===== src/rtl/cmp_pkg.sv =====
// Shared definitions for the BETA compare pipeline.
//   - compare function codes (CFN_*)
//   - flag bit positions inside the 4-bit {Z,N,V,C} flag word
//   - stage-1 payload struct and the function-code decoder
package cmp_pkg;

    localparam int unsigned CFN_W   = 3;
    localparam int unsigned FLAGS_W = 4;

    typedef logic [CFN_W-1:0]   cfn_t;
    typedef logic [FLAGS_W-1:0] flags_t;

    // Function codes; 0-3 match the legacy ALU compare mux
    localparam cfn_t CFN_NONE = 3'd0;
    localparam cfn_t CFN_EQ   = 3'd1;
    localparam cfn_t CFN_LT   = 3'd2;
    localparam cfn_t CFN_LE   = 3'd3;
    localparam cfn_t CFN_NE   = 3'd4;
    localparam cfn_t CFN_LTU  = 3'd5;
    localparam cfn_t CFN_LEU  = 3'd6;
    localparam cfn_t CFN_RSVD = 3'd7;

    // Flag word layout: {Z,N,V,C}
    localparam int unsigned FLAG_Z = 3;
    localparam int unsigned FLAG_N = 2;
    localparam int unsigned FLAG_V = 1;
    localparam int unsigned FLAG_C = 0;

    // Payload held in stage 1 between flag generation and decode
    typedef struct packed {
        flags_t flags;
        cfn_t   cfn;
    } s1_t;

    // Boolean compare result for a function code and a flag word.
    // C=1 means "no borrow", so unsigned a<b is ~C.
    function automatic logic cfn_eval(input cfn_t cfn, input flags_t f);
        logic z;
        logic n;
        logic v;
        logic c;
        logic r;
        z = f[FLAG_Z];
        n = f[FLAG_N];
        v = f[FLAG_V];
        c = f[FLAG_C];
        r = 1'b0;
        case (cfn)
            CFN_NONE: r = 1'b0;
            CFN_EQ:   r = z;
            CFN_LT:   r = n ^ v;
            CFN_LE:   r = z | (n ^ v);
            CFN_NE:   r = ~z;
            CFN_LTU:  r = ~c;
            CFN_LEU:  r = z | ~c;
            CFN_RSVD: r = 1'b0;
            default:  r = 1'b0;
        endcase
        return r;
    endfunction

endpackage


===== src/rtl/cmp_pipe_if.sv =====
// Operand/result bundle of the compare pipeline.
//   in side : in_valid, in_ready, a, b, cfn
//   out side: out_valid, out_ready, y, flags
// slave  : the compare unit (consumes operands, produces results)
// master : the producer/consumer around it
interface cmp_pipe_if #(
    parameter int unsigned WIDTH     = 32,
    parameter int unsigned OUT_WIDTH = 32
);

    logic                  in_valid;
    logic                  in_ready;
    logic [WIDTH-1:0]      a;
    logic [WIDTH-1:0]      b;
    cmp_pkg::cfn_t         cfn;
    logic                  out_valid;
    logic                  out_ready;
    logic [OUT_WIDTH-1:0]  y;
    cmp_pkg::flags_t       flags;

    modport slave (
        input  in_valid,
        input  a,
        input  b,
        input  cfn,
        input  out_ready,
        output in_ready,
        output out_valid,
        output y,
        output flags
    );

    modport master (
        output in_valid,
        output a,
        output b,
        output cfn,
        output out_ready,
        input  in_ready,
        input  out_valid,
        input  y,
        input  flags
    );

endinterface


===== src/rtl/cmp_flags.sv =====
// Combinational subtractor plus {Z,N,V,C} flag generator.
//   a_i, b_i  : operands (WIDTH bits)
//   flags_c_o : {Z,N,V,C} of a - b, combinational
// The difference is formed WIDTH+1 bits wide so the top bit is the
// carry-out (C=1 means no borrow). Reusable by the ALU adder path.
module cmp_flags
    import cmp_pkg::*;
#(
    parameter int unsigned WIDTH = 32
) (
    input  logic [WIDTH-1:0] a_i,
    input  logic [WIDTH-1:0] b_i,
    output flags_t           flags_c_o
);

    localparam int unsigned SUM_W = WIDTH + 1;
    localparam int unsigned MSB   = WIDTH - 1;

    logic [SUM_W-1:0] d_c;

    // a + ~b + 1 == a - b with carry-out in the extra bit
    always_comb begin
        d_c = {1'b0, a_i} + {1'b0, ~b_i} + SUM_W'(1);
    end

    // Overflow: operand signs differ and the result sign differs from a
    always_comb begin
        flags_c_o         = '0;
        flags_c_o[FLAG_Z] = (d_c[MSB:0] == '0);
        flags_c_o[FLAG_N] = d_c[MSB];
        flags_c_o[FLAG_V] = (a_i[MSB] != b_i[MSB]) && (d_c[MSB] != a_i[MSB]);
        flags_c_o[FLAG_C] = d_c[WIDTH];
    end

endmodule


===== src/rtl/cmp_pipe.sv =====
// Two-stage pipelined compare unit with valid/ready back-pressure.
//   clk   : clock, rising edge
//   rst_n : synchronous active-low reset
//   bus   : cmp_pipe_if slave (operands in, {0..,result} + flags out)
// S1 registers the flags of a-b and the function code; S2 decodes the
// function code and registers y/flags. in_ready is the only
// combinational output (it depends on out_ready).
module cmp_pipe
    import cmp_pkg::*;
#(
    parameter int unsigned WIDTH     = 32,
    parameter int unsigned OUT_WIDTH = 32
) (
    input  logic       clk,
    input  logic       rst_n,
    cmp_pipe_if.slave  bus
);

    logic                 v1_q;
    logic                 v1_d;
    s1_t                  s1_q;
    s1_t                  s1_d;
    logic                 v2_q;
    logic                 v2_d;
    logic [OUT_WIDTH-1:0] y_q;
    logic [OUT_WIDTH-1:0] y_d;
    flags_t               flags_q;
    flags_t               flags_d;

    flags_t               flags_c;
    logic                 adv2_c;
    logic                 in_ready_c;
    logic                 acc1_c;
    logic                 res_c;

    // Flag generation for the operands currently on the bus
    cmp_flags #(
        .WIDTH (WIDTH)
    ) u_flags (
        .a_i       (bus.a),
        .b_i       (bus.b),
        .flags_c_o (flags_c)
    );

    // Handshake: S2 takes S1 when S2 is empty or being drained;
    // S1 can take new operands when empty or moving into S2.
    always_comb begin
        adv2_c     = v1_q && (!v2_q || bus.out_ready);
        in_ready_c = !v1_q || adv2_c;
        acc1_c     = bus.in_valid && in_ready_c;
    end

    // Function decode on the registered S1 flags
    always_comb begin
        res_c = cfn_eval(s1_q.cfn, s1_q.flags);
    end

    // Next-state for both stages; stalled stages hold their contents
    always_comb begin
        v1_d    = v1_q;
        s1_d    = s1_q;
        v2_d    = v2_q;
        y_d     = y_q;
        flags_d = flags_q;

        if (acc1_c) begin
            v1_d       = 1'b1;
            s1_d.flags = flags_c;
            s1_d.cfn   = bus.cfn;
        end else if (adv2_c) begin
            v1_d = 1'b0;
        end

        if (adv2_c) begin
            v2_d    = 1'b1;
            y_d     = OUT_WIDTH'(res_c);
            flags_d = s1_q.flags;
        end else if (v2_q && bus.out_ready) begin
            v2_d = 1'b0;
        end
    end

    // Stage registers; reset drops anything in flight
    always_ff @(posedge clk) begin
        if (!rst_n) begin
            v1_q    <= 1'b0;
            s1_q    <= '0;
            v2_q    <= 1'b0;
            y_q     <= '0;
            flags_q <= '0;
        end else begin
            v1_q    <= v1_d;
            s1_q    <= s1_d;
            v2_q    <= v2_d;
            y_q     <= y_d;
            flags_q <= flags_d;
        end
    end

    assign bus.in_ready  = in_ready_c;
    assign bus.out_valid = v2_q;
    assign bus.y         = y_q;
    assign bus.flags     = flags_q;

endmodule


===== src/flat_wrapper.sv =====
// flat-port wrapper written by rule: the top's interface ports become plain ports
module cmp_pipe_flat import cmp_pkg::*;
#(
    parameter int unsigned WIDTH     = 32,
    parameter int unsigned OUT_WIDTH = 32
)
  (clk, rst_n, bus_in_valid, bus_a, bus_b, bus_cfn, bus_out_ready, bus_in_ready, bus_out_valid, bus_y, bus_flags);
  cmp_pipe_if #(.WIDTH(WIDTH), .OUT_WIDTH(OUT_WIDTH)) bus_i ();
  input  logic clk;
  input  logic rst_n;
  input wire logic [$bits(bus_i.in_valid)-1:0] bus_in_valid;
  input wire logic [$bits(bus_i.a)-1:0] bus_a;
  input wire logic [$bits(bus_i.b)-1:0] bus_b;
  input wire logic [$bits(bus_i.cfn)-1:0] bus_cfn;
  input wire logic [$bits(bus_i.out_ready)-1:0] bus_out_ready;
  output wire logic [$bits(bus_i.in_ready)-1:0] bus_in_ready;
  output wire logic [$bits(bus_i.out_valid)-1:0] bus_out_valid;
  output wire logic [$bits(bus_i.y)-1:0] bus_y;
  output wire logic [$bits(bus_i.flags)-1:0] bus_flags;
  assign bus_i.in_valid = bus_in_valid;
  assign bus_i.a = bus_a;
  assign bus_i.b = bus_b;
  assign bus_i.cfn = bus_cfn;
  assign bus_i.out_ready = bus_out_ready;
  assign bus_in_ready = bus_i.in_ready;
  assign bus_out_valid = bus_i.out_valid;
  assign bus_y = bus_i.y;
  assign bus_flags = bus_i.flags;
  cmp_pipe #(.WIDTH(WIDTH), .OUT_WIDTH(OUT_WIDTH)) u_core (.clk(clk), .rst_n(rst_n), .bus(bus_i));
endmodule

===== config.mk =====
export PLATFORM = sky130hd
export DESIGN_NAME = cmp_pipe_flat
export DESIGN_NICKNAME = d
export VERILOG_FILES = /design/src/rtl/cmp_pkg.sv /design/src/rtl/cmp_pipe_if.sv /design/src/rtl/cmp_flags.sv /design/src/rtl/cmp_pipe.sv /design/src/flat_wrapper.sv
export SDC_FILE = /design/constraint.sdc
export NUM_CORES = 1
export LEC_CHECK = 0
export BUFFER_PORTS_ARGS = -buffer_cell sky130_fd_sc_hd__buf_2
export CAP_MARGIN = 20
export CORE_MARGIN = 1.5
export CORE_UTILIZATION = 40
export CTS_BUF_LIST = sky130_fd_sc_hd__clkbuf_8
export DETAILED_ROUTE_END_ITERATION = 12
export GPL_TIMING_DRIVEN = 0
export PLACE_DENSITY = 0.76
export SLEW_MARGIN = 10
export SYNTH_ARGS = -nofsm -noshare
export SYNTH_HDL_FRONTEND = slang
export SYNTH_SLANG_ARGS = --single-unit

===== constraint.sdc =====
create_clock -name clk -period 6.9 [get_ports clk]
set_clock_uncertainty 0.1 [all_clocks]
set_input_delay 2.07 -clock clk [delete_from_list [all_inputs] [get_ports clk]]
set_output_delay 2.07 -clock clk [all_outputs]
set_load 0.02 [all_outputs]

==> impl_metrics.tcl, run 1 <==
set metrics [dict create \
    hpwl_mm 6.93 \
    synth_top_cell_by_area "ha_1" \
    synth_area_um2 3010 \
    worstRegToRegCells 6 \
    ant_nets 0 \
    die_h_um 89.8 \
    finalPower_uw 455 \
    fin_crit_ns 5.56 \
    p_leak_uw 0.00186 \
    drive_gt1_frac 0.241 \
    netlist_top_cells_area "ha_1 (13%), dfxtp_1 (9.3%), buf_4 (8.5%)" \
    firstDrtPassIters 5 \
    gp_congestion 0.944 \
    cts_tree "yes" \
    die_w_um 89.8 \
    cts_num_sinks 14 \
    vias 3350 \
    clock_path_buffers 2 \
    grt_pass1_vias 3144 \
    crit_path_end_kind "flop" \
    arrival_ns 5.63 \
    place_area_um2 3640 \
    slew_headroom 0.378 \
    p_per_area_nw_per_um2 123 \
    synth_top_area_share 0.133 \
    grt_pass1_wl_mm 14.0 \
    async_flop_share 0 \
    avgSynthCellArea_um2 7.03 \
    max_cap_violations 0 \
    ctsResizeCount 0 \
    wire_per_inst_um 12.8 \
    synth_edf_count 0 \
    rows 31 \
    setup_viol 0 \
    synth_compound_area_frac 0.304 \
    synth_xor_area_frac 0.0465 \
    cts-root-buf "clkbuf_8" \
    required_ns 6.97 \
    synthAdderAreaFrac 0.139 \
    synth_top_family_by_area "compound AO/OA/AOI/OAI gates" \
    tightestPinTransition_ns 0.909 \
    crit_type "in -> reg" \
    crit_fanout 3 \
    syn2layout_area_growth_pct 22.5 \
    yosys-top-cells-count "inv_1 (42), a21oi_1 (39), buf_4 (34), nand2_1 (34), ha_1 (32)" \
    synthDistinctLibCells 73 \
    synth.most_common_cell "inv_1" \
    rsz0062_at_grt "no" \
    drt_iter0_drc 204 \
    htree_levels 1 \
    syn_inst 429 \
    fin_area_um2 3690 \
    hold_violations 0 \
    maxSlewViolCount 0 \
    tns_ns 0 \
    drc_errors 0 \
    io_pins 109 \
    num_antenna_cells 0 \
    cts-buffers-inserted 3 \
    antenna_found_initial 0 \
    holdPathStages 2 \
    status "completed" \
    hold_slack_ns 0.417 \
    synth-main-ff-cell "dfxtp_1" \
    avgViaCountPerCell 5.24 \
    final_nets 645 \
    clk_pin_slew_ns 0.06 \
    ir_drop_v 0.0000750 \
    globalRouteTotalUtil 0.198 \
    coreArea_um2 7250 \
    ys_seq_area_frac 0.0930 \
    clk_latency_ns 0.25 \
    grt-ovfl-total 0 \
    hp-class "reg -> reg" \
    fin_crit_sh 0.805 \
    grt_max_degree 11 \
    holdBufCountCts 0 \
    port_buffers 77 \
    clock.fmax_mhz 180 \
    start_kind "input port" \
    synth-seq-cells 14 \
    synthSimpleGateAreaFrac 0.222 \
    yosys_warnings 0 \
    dieArea_um2 8060 \
    post_cts_buffers 0 \
    muxShareOfSynthArea 0.0311 \
    routed_wl_mm 8.20 \
    floorplan.initialDensity 0.416 \
]
worst paths after layout:
| path | startpoint | endpoint | slack (ns) |
|---|---|---|---|
| max | bus_b[0] | u_core.s1_q[6] | 1.34 |
| min | u_core.bus.flags[1] | u_core.bus.flags[1] | 0.42 |
| max reg2reg | u_core.bus.out_valid | u_core.s1_q[3] | 5.30 |
| min reg2reg | u_core.bus.flags[1] | u_core.bus.flags[1] | 0.42 |
power by group:
| group | leakage [µW] | switching [µW] | internal (µW) |
|---|---|---|---|
| Sequential | 0.000115 | 3.37 | 85.1 |
| Clock | 0.0000288 | 32.2 | 50.7 |
| Combinational | 0.00172 | 164 | 120 |
sequential cells by signal, summed over array words and instances (netlist names):
signal	cells
u_core.bus.out_valid	1
u_core.bus.flags	4
u_core.v1_q	1
u_core.bus.y	1
u_core.s1_q	7
metal layers:
metal / vias to the layer above / routed length (µm) / track usage
li1: 1712 / - / -
met1: 1507 / 3750 / 0.261
met2: 121 / 3870 / 0.351
met3: 10 / 466 / 0.0152
met4: 0 / 112 / 0.0450
met5: - / 0 / 0
layout make-up:
type / count / area, µm²
buffer: 46 / 325
clock buffer: 4 / 55.1
fill: 744 / 3560
inverter: 44 / 165
multi-input combinational: 355 / 2360
sequential: 14 / 280
tap: 99 / 124
timing repair buffer: 77 / 385
critical path, cell delays in order:
cell	delay (ns)
buf_2	0.10
ha_1	0.21
fa_1	0.41
nor2b_1	0.25
o221ai_1	0.21
a2111o_1	0.45
a21oi_1	0.36
a41oi_2	0.22
xnor2_1	0.17
or4_1	0.49
or4_1	0.52
o31ai_2	0.18
cell usage in the layout, fill, tap and decap left out, types with 14 or more instances in the layout:
cell,count
buf_4,34
buf_2,79
a21oi_1,39
nand2_1,34
ha_1,32
conb_1,31
dfxtp_1,14
o21ai_0,20
inv_1,42
nor2_1,26
cells by family after synthesis:
logic type	Yosys count
compound gates	135
buf+inv	90
flops	14
simple gates	131
fa+ha+maj	33
other cells	1
mux	9
xor+xnor	16
stage by stage:
| stage | utilization | setup slack [ns] | std cells |
|---|---|---|---|
| global route | 0.509 | 1.18 | 639 |
| global placement | 0.501 | 1.16 | 635 |
| detailed placement | 0.501 | 1.14 | 635 |
| CTS | 0.509 | 1.39 | 639 |
| finish | 0.509 | 1.34 | 639 |
| floorplan | - | 1.68 | 459 |
Note: power is estimated with default switching activity, not from simulation.
==> inputs of run 2 (changes only) <==
--- a/config.mk
+++ b/config.mk
@@ -12,7 +12,7 @@
 export CTS_BUF_LIST = sky130_fd_sc_hd__clkbuf_8
 export DETAILED_ROUTE_END_ITERATION = 12
 export GPL_TIMING_DRIVEN = 0
-export PLACE_DENSITY = 0.76
+export PLACE_DENSITY = 0.78
 export SLEW_MARGIN = 10
 export SYNTH_ARGS = -nofsm -noshare
 export SYNTH_HDL_FRONTEND = slang
==> constraint.sdc (replaced) <==
create_clock -name clk -period 4.45 [get_ports clk]
set_clock_uncertainty 0.1 [all_clocks]
set_input_delay 1.335 -clock clk [delete_from_list [all_inputs] [get_ports clk]]
set_output_delay 1.335 -clock clk [all_outputs]
set_load 0.02 [all_outputs]
==> run 2 against run 1 <==
Register-to-register slack worse by 2.5 ns; critical path type unchanged; count of clock-buffer cells in the layout stayed put; setup slack worse by 1.2 ns; non-clock buffer count rose by 5; total power grew 57%; worst hold slack lost 0.010 ns; largest power group unchanged; flip-flop and latch count did not move; first-iteration DRC count decreased by 2.5%; largest cell class unchanged.
==> impl_metrics.tcl, run 2 (same netlist as run 1, synthesis figures left out) <==
set metrics [dict create \
    layout_commonest_cell "buf_2" \
    fin_ws_ns 0.108 \
    hold_slack_ns 0.407 \
    path_delay_family "compound AO/OA/AOI/OAI gates" \
    ir_drop_v 0.000101 \
    io_pins 109 \
    clk_pin_slew_ns 0.06 \
    largest_reg_flops 7 \
    most-common-layout-cells "buf_2 (79), inv_1 (42), buf_4 (40)" \
    port_buffers 77 \
    drc_errors 0 \
    ant_nets 0 \
    arrival_ns 4.40 \
    antenna_found_initial 0 \
    largest_register "u_core.s1_q" \
    start_kind "input port" \
    grt_pass1_wl_mm 13.9 \
    tightestPinTransition_ns 0.654 \
    cts-buffers-inserted 3 \
    rows 31 \
    required_ns 4.51 \
    syn2layout_area_growth_pct 25.8 \
    avgViaCountPerCell 5.24 \
    htree_levels 1 \
    drt_iter0_drc 199 \
    max_cap_violations 0 \
    crit_type "in -> reg" \
    setup_viol 0 \
    crit_chain "buf_2 > inv_1 > ha_4 > fa_2 > nor2b_4 > o221ai_2 > a2111o_1 > a21oi_4 > a41oi_2 > xnor2_1 > or4_1 > or4_4 > o31ai_2" \
    drive_gt1_frac 0.266 \
    grt-ovfl-total 0 \
    post-place-ws_ns -0.497 \
    firstDrtPassIters 4 \
    fin_crit_ns 4.34 \
    cts_tree "yes" \
    dpl.cell_count 635 \
    finalNonFillerCells 644 \
    routed_wl_mm 8.15 \
    wl_met1_mm 3.69 \
    crit_path_end_kind "flop" \
    clock.fmax_mhz 230 \
    fill_cells 730 \
    die_h_um 89.8 \
    wire_per_inst_um 12.7 \
    clock_path_buffers 2 \
    cts-root-buf "clkbuf_8" \
    floorplan.initialDensity 0.416 \
    place_area_um2 3640 \
    slowest_stage "or4_1" \
    p_leak_uw 0.00190 \
    crit_fanout 3 \
    status "completed" \
    final_nets 650 \
    die_w_um 89.8 \
    clk_latency_ns 0.24 \
    slowest_delay_ns 0.50 \
    hp-class "reg -> reg" \
    globalRouteTotalUtil 0.200 \
    regArea_um2 280 \
    met2_wirelength_mm 3.91 \
    num_antenna_cells 0 \
    hpwl_mm 6.76 \
    hold_violations 0 \
    p_per_area_nw_per_um2 189 \
    dr_wl_met3_um 479 \
    vias 3376 \
    fin_area_um2 3790 \
    maxSlewViolCount 0 \
    grt_max_degree 11 \
    multi_input_area_um2 2420 \
    grt_pass1_vias 3216 \
    dieArea_um2 8060 \
    top_layer_used "met4" \
    gp_congestion 0.939 \
    cp_num_buf_inv 2 \
    fin_crit_sh 0.976 \
    coreArea_um2 7250 \
    slew_headroom 0.558 \
    cts_num_sinks 14 \
]
-- run 2: cell count changes in the layout (fill, tap and decap cells not counted), sizes merged --
| cell | delta |
|---|---|
| buf | +6 |
| clkbuf | -1 |
-- run 2: layer usage --
layer	vias to the layer above	global-route usage
met3	8	0.0152
met5	-	0
met2	120	0.358
li1	1731	-
met4	0	0.0423
met1	1517	0.260
-- run 2: worst paths after layout --
check / startpoint / to / slack [ns] / depth (start not counted)
setup / recovery: bus_a[0] / u_core.s1_q[6] / 0.11 / 13
setup reg to reg: u_core.bus.out_valid / u_core.s1_q[3] / 2.82 / 6
hold / removal: u_core.s1_q[0] / u_core.s1_q[0] / 0.41 / 2
hold reg to reg: u_core.s1_q[0] / u_core.s1_q[0] / 0.41 / 2
-- run 2: stage by stage --
stage,utilization,total power [µW],setup TNS (ns)
CTS,0.520,709,0
floorplan,-,468,0
global route,0.523,779,-0.0251
global placement,0.502,566,-0.422
finish,0.523,717,0
detailed placement,0.502,572,-0.497
-- run 2: power by group --
group	switching [µW]	internal [µW]
sequential	5.03	132
clock	42.8	78.3
combinational	261	197
total	309	408
-- run 2: area by class of cell --
type,instances,area share
multi-input cells,355,0.637
repair buffers,83,0.113
plain buffers,45,0.0848
flip-flops and latches,14,0.0739
inverters,44,0.0435
well taps,99,0.0327
clock buffers,4,0.0145
-- run 2: timing repair --
item | CTS | global route
pin swaps | 8 | 5
gates resized for setup | 11 | 3
hold buffers | 0 | 0
buffers inserted | 4 | 2
hold endpoints to repair | 0 | 0
setup endpoints to repair | 1 | 1
-- run 2: worst reg2reg max path, cell delays in order (launching register included) --
cell       delay (ns)
dfxtp_1          0.30
nor2b_1          0.15
nand2_1          0.10
nand2_1          0.19
a2111oi_0        0.40
o21ai_1          0.13
o2111a_1         0.15
